===== config.mk =====
export PLATFORM = sky130hd
export DESIGN_NAME = test017_core
export DESIGN_NICKNAME = d
export VERILOG_FILES = /design/src/rtl/test017_core.sv
export SDC_FILE = /design/constraint.sdc
export NUM_CORES = 1
export LEC_CHECK = 0
export BUFFER_PORTS_ARGS = -buffer_cell sky130_fd_sc_hd__buf_2
export CORE_ASPECT_RATIO = 1.4
export CORE_MARGIN = 3
export CORE_UTILIZATION = 47
export DETAILED_ROUTE_END_ITERATION = 8
export GPL_TIMING_DRIVEN = 0
export PLACE_DENSITY_LB_ADDON = 0.2
export SYNTH_ARGS = -nofsm -noshare
export SYNTH_HDL_FRONTEND = slang
export SYNTH_SLANG_ARGS = --single-unit

===== constraint.sdc =====
create_clock -name clk -period 16.1 [get_ports clk]
set_input_delay 1.61 -clock clk [delete_from_list [all_inputs] [get_ports clk]]
set_output_delay 1.61 -clock clk [all_outputs]
set_load 0.02 [all_outputs]

===== src/rtl/test017_core.sv =====
// test017_core: four public 32-bit field registers plus a test(idx) method
// that overwrites the fields, reads them back, sums them and returns a pass flag.
// Ports: clk, reset (async, active-high); testN_in/testN_we/testN_out per field;
//        test_idx, test_req (level) in; test_busy, test_return out.
module test017_core (
  input  logic        clk,
  input  logic        reset,
  input  logic [31:0] test0_in,
  input  logic        test0_we,
  input  logic [31:0] test1_in,
  input  logic        test1_we,
  input  logic [31:0] test2_in,
  input  logic        test2_we,
  input  logic [31:0] test3_in,
  input  logic        test3_we,
  output logic [31:0] test0_out,
  output logic [31:0] test1_out,
  output logic [31:0] test2_out,
  output logic [31:0] test3_out,
  input  logic [31:0] test_idx,
  input  logic        test_req,
  output logic        test_busy,
  output logic        test_return
);

  typedef enum logic [2:0] {
    S_IDLE  = 3'd0,
    S_W0    = 3'd1,
    S_W1    = 3'd2,
    S_W2    = 3'd3,
    S_W3    = 3'd4,
    S_SUM   = 3'd5,
    S_CHECK = 3'd6
  } state_t;

  state_t      state;
  state_t      state_nxt;
  logic [31:0] idx;
  logic [31:0] acc;
  logic [31:0] fld [0:3];
  logic [31:0] ext_dat [0:3];
  logic [3:0]  ext_we;
  logic [3:0]  m_we;
  logic [31:0] m_dat;
  logic        chk_pass;

  assign ext_we     = {test3_we, test2_we, test1_we, test0_we};
  assign ext_dat[0] = test0_in;
  assign ext_dat[1] = test1_in;
  assign ext_dat[2] = test2_in;
  assign ext_dat[3] = test3_in;

  assign test0_out = fld[0];
  assign test1_out = fld[1];
  assign test2_out = fld[2];
  assign test3_out = fld[3];

  // Readback check: the accumulated sum plus each field against its
  // expected value, so a late external write is caught even when it does
  // not disturb the sum.
  assign chk_pass = (acc == ((idx << 2) + 32'd10)) &&
                    (fld[0] == idx + 32'd1) &&
                    (fld[1] == idx + 32'd2) &&
                    (fld[2] == idx + 32'd3) &&
                    (fld[3] == idx + 32'd4);

  always_ff @(posedge clk or posedge reset) begin
    if (reset) begin
      state <= S_IDLE;
    end else begin
      state <= state_nxt;
    end
  end

  always_comb begin
    state_nxt = state;
    m_we      = 4'b0000;
    m_dat     = 32'd0;
    test_busy = 1'b1;
    case (state)
      S_IDLE: begin
        test_busy = 1'b0;
        if (test_req) state_nxt = S_W0;
      end
      S_W0: begin
        m_we[0]   = 1'b1;
        m_dat     = idx + 32'd1;
        state_nxt = S_W1;
      end
      S_W1: begin
        m_we[1]   = 1'b1;
        m_dat     = idx + 32'd2;
        state_nxt = S_W2;
      end
      S_W2: begin
        m_we[2]   = 1'b1;
        m_dat     = idx + 32'd3;
        state_nxt = S_W3;
      end
      S_W3: begin
        m_we[3]   = 1'b1;
        m_dat     = idx + 32'd4;
        state_nxt = S_SUM;
      end
      S_SUM:   state_nxt = S_CHECK;
      S_CHECK: state_nxt = S_IDLE;
      default: begin
        test_busy = 1'b0;
        state_nxt = S_IDLE;
      end
    endcase
  end

  // Method writes take priority over an external write to the same field.
  always_ff @(posedge clk or posedge reset) begin
    if (reset) begin
      for (int i = 0; i < 4; i++) fld[i] <= 32'd0;
    end else begin
      for (int i = 0; i < 4; i++) begin
        if (m_we[i])       fld[i] <= m_dat;
        else if (ext_we[i]) fld[i] <= ext_dat[i];
      end
    end
  end

  always_ff @(posedge clk or posedge reset) begin
    if (reset) begin
      idx         <= 32'd0;
      acc         <= 32'd0;
      test_return <= 1'b0;
    end else begin
      if (state == S_IDLE && test_req) idx <= test_idx;
      if (state == S_SUM) acc <= fld[0] + fld[1] + fld[2] + fld[3];
      if (state == S_CHECK) test_return <= chk_pass;
    end
  end

endmodule


Word-level counts from Yosys, hierarchy flattened:

Index checks and enable logic that the tools add are counted.

* logic and storage cells: 55
* bits in registers: 196
* bits of input ports: 167
* output and inout bits: 130

* mux-type cells: 16
* add/subtract/negate cells: 8
* equal/unequal tests: 12
* reductions and logical operators: 11

Operators with widths (count)
* $mux W32: 8
* $eq A32 B32 Y1: 5
* $pmux W32 S4: 1
* $add A32 B32 Y32: 3
* $add A32 B2 Y32 const B: 2
* $add A32 B1 Y32 const B: 1
* $add A32 B3 Y32 const B: 1
* $add A32 B4 Y32 const B: 1
* $pmux W3 S6: 1
* $eq A3 B3 Y1 const B: 3
* $reduce_bool A2 Y1: 4
* $eq A3 B2 Y1 const B: 2
* $reduce_or A6 Y1: 1
* $logic_and A1 B1 Y1: 5
* $mux W1: 5
* $eq A3 B1 Y1 const B: 1
* $logic_not A3 Y1: 1
* $mux W3: 1
* $ne A2 B2 Y1 const B: 1

Logic depth before layout (Yosys ltp):

* depth in word-level cells: 6
* gate-level depth with buffers: 14
* depth with buffers taken out: 14

Least setup slack after synthesis:

No wires, ideal clock.

* path type: reg2reg
* start point: register fld (netlist bit test0_out[1])
* end point: register acc[29]
* path buffers: 0
* setup time: 0.069 ns
* period minus slack after synthesis: 4.295 ns
* path slack: 11.805 ns
* arrival time: 4.226 ns
* cell stages (with the launch flop): 14
* required time: 16.031 ns
* path through: dfrtp_1 fa_1 fa_1 ha_1 fa_1 a211oi_1 nor2_1 o21ai_0 o21ai_0 a211oi_1 o31ai_1 and3_1 or4_1 nand3_1

* word-level cells in the longest chain between the ends: 3

RTL lines
* from (decl): line 40 `logic [31:0] fld [0:3];`
* from (signal, indexed assignment): line 120 `if (m_we[i]) fld[i] <= m_dat;`
* from (signal, indexed assignment): line 121 `else if (ext_we[i]) fld[i] <= ext_dat[i];`
* $add A32 B32 Y32 (3 in a row): line 133 `if (state == S_SUM) acc <= fld[0] + fld[1] + fld[2] + fld[3];`
* to (signal assigned): line 133
* to (decl): line 39 `logic [31:0] acc;`

Every way passes these cells.
A chain may end at the register's enable or synchronous reset.

Final worst setup path:

* start point: register fld (netlist bit test0_out[4])
* end point: register acc[31]

The elaborated chain is that of the path after synthesis.

==> results.toml <==
[status]
result_of_the_run = "finished, violations left"
failed_checks = "max-capacitance violations, max-slew violations"

[setup_path]
path_buf_inv = 2
worst_path_maximum_fanout = 7
critPathSlowestCell = "o21ai_0"
critPathLaunchType = "register"
worst-endpoint-required_ps = 16410
worst-r2r-cell-count = 14
cp_top_family = "compound AO/OA/AOI/OAI gates"
slowest_delay_ps = 1070
worst_setup_path_end_kind = "register"
worstPathCellList = "inv_1 > fa_1 > inv_1 > fa_1 > ha_1 > o21ai_0 > nor2_1 > o21ai_0 > o21ai_0 > a211oi_1 > o311ai_0 > a31oi_1 > xnor2_1 > o21ai_0"
timing.critical_path.arrival_ps = 6590
crit_path_frequent_cell = "o21ai_0"
critical_path_class = "register to register"
levels_on_crit_path = 14

[layout]
nNetsFinal = 2752
fraction_of_final_layout_cells_sized_beyond_drive_strength_1_pct = 16.68
final-seq-area_um2 = 4905
multi_input_comb_area_um2 = 11440
flow.area_growth_from_synthesis_pct = 15.20
filler_cell_count = 3520

[die]
chipHeight_um = 235.5
initial_core_utilization_pct = 47.96
die-area_um2 = 40010
chip_width_um = 169.9
rows = 83
design.core.area_um2 = 36870
ioPinCount = 297

[clock_tree]
path_clk_slew_ps = 80
cts_post_setup_buffers_inserted = 0
cts_inserted_buffers = 17
clock_tree.buffer_depth = 2
clkSinkCount = 196
cts_tree = "yes"
ctsHtreeMaxLevel = 4
clock-root-buffer = "clkbuf_16"
clock_insertion_delay_worst_skew_ps = 480
post_cts_hold_buffer_count = 0
post_cts_resize_count = 0

[place]
io_buffer_count = 292
gp_routability_congestion = 1.122
dp_hpwl_um = 77710

[sta]
achievable-frequency_mhz = 159.3
final-max-slew-violation-count = 24
period_minus_slack_ps = 6278
hold_viol_final = 0
setup_repair_after_global_routing_missed_its_margin = "no"
report.final.setup_viol = 0
totalNegativeSetupSlack_ps = 0
slew_headroom_pct = -4.244
timing.clock.skew_ps = 13.95
tightest_slew_ps = 1558
final_min_period_over_clock_period_pct = 38.99

[drt]
detail_route.wirelength_um = 99400
ant_nets = 0
avgRoutedWirePerCell_um = 33.46
drcViolationCount = 0
route.detailed.vias_per_inst = 6.666
dr_total_vias = 19810
dr.pass1.iters = 8
drt_iter0_drc = 2566

[synth]
synth-seq-cells = 196
netlist.top_cell.by_area = "dfrtp_1"
netlist_instances = 2173
synth_seq_area_share_pct = 27.74
avgSynthCellArea_um2 = 8.136
synth_nets = 2438
synthesis.area_um2 = 17680
synth-edff-count = 0
synthDominantCellAreaShare_pct = 27.74
synth-async-reset-ratio_pct = 100.0
post_synth_top_flop = "dfrtp_1"
netlist_top_cells_count = "245 x nand2_1, 196 x dfrtp_1, 187 x inv_1"
post_synth_num_cell_types = 87
synthMostInstantiatedCell = "nand2_1"
yosys_warnings = 0
ys_top_cells_by_area = "dfrtp_1 28%, xnor2_1 7.6%, fa_1 7.0%, nand2_1 5.2%, a21oi_1 4.5%"

[global_route]
grt_use_met1_pct = 54.21
grt_max_degree = 109
total_grt_overflow = 0
first_pass_grt_wire_length_um = 138900
antenna_violations_before_repair = 6
grt_most_used_layer = "met2"
grt_pass1_vias = 19500
grt_usage_pct = 48.81
grt_util_met2_pct = 75.04
gr-usage-met3_pct = 14.78

[min_path]
worst_hold_path_type = "register to register"
worst_hold_path.num_cells = 2

[run]
drv_cap = 4
## cell type report
type	instances	share of cell area, %
clock inverter	13	0.6020
buffer	146	3.059
tap	467	2.869
antenna	4	0.04915
sequential	196	24.08
inverter	190	3.539
timing repair buffer	295	7.439
clock buffer	19	2.175
multi-input combinational	1641	56.19
## stage by stage
step                utilization, %  instance area, µm²  setup slack (ps)  hold slack, ps  std cells
floorplan                        -               17680              9149           437.6       2173
global route                 55.23               20360              9666           527.5       2969
detailed placement           53.64               19780             10290           473.4       2934
global placement             53.50               19730              6495           462.5       2932
CTS                          55.18               20340             10260           490.2       2966
finish                       55.25               20370              9822           497.2       2971
## tightest hold or removal path: stages, from the launching register on
cell and delay, ps:
dfrtp_1 350, nand2_1 50, nand2_1 60
## registers in the layout (all words and copies together), names as in the netlist
name	flops
test0_out	32
test_return	1
idx	32
acc	32
test3_out	32
test2_out	32
test1_out	32
state	3
## placed cells by master (no fill, tap or decap), types with 54 or more instances in the layout
| master | n |
|---|---|
| dfrtp_1 | 196 |
| clkbuf_1 | 98 |
| buf_2 | 315 |
| nor2_1 | 150 |
| inv_1 | 186 |
| a21oi_1 | 159 |
| xnor2_1 | 153 |
| xor2_1 | 64 |
| nand2_1 | 245 |
| nand3_1 | 54 |
| o21ai_0 | 156 |
| fa_1 | 62 |
| mux2i_1 | 65 |
## cell families (layout without fill, tap and decap cells)
family | Yosys count | in the layout | synth area share [%]
other | 0 | 4 | 0
muxes | 95 | 95 | 5.591
buffers and inverters | 336 | 663 | 7.558
and+or+nand+nor | 659 | 659 | 17.87
AOI/OAI and AO/OA | 572 | 572 | 20.92
xor gates and xnor gates | 217 | 217 | 10.75
adders and majority gates | 98 | 98 | 9.568
DFF | 196 | 196 | 27.74
## metal layers
metal	vias to the layer above	part of all wire [%]	routed length (µm)
li1	8225	-	-
met1	9518	33	33280
met2	1550	44	44080
met3	507	11	10500
met4	6	12	11490
met5	-	0.046	46
## path summary, 6_finish.rpt
check | from | end | slack (ps)
setup / recovery | test0_out[4] | acc[31] | 9820
hold / removal | acc[1] | acc[1] | 500
setup reg to reg | test0_out[4] | acc[31] | 9820
hold reg to reg | acc[1] | acc[1] | 500
max in group asynchronous | reset | test0_out[11] | 13820
min in group asynchronous | reset | test2_out[0] | 1200
Power is left out: the tool's default activity adds up to more than one toggle a clock period on the data nets, which glitch-free logic cannot reach.
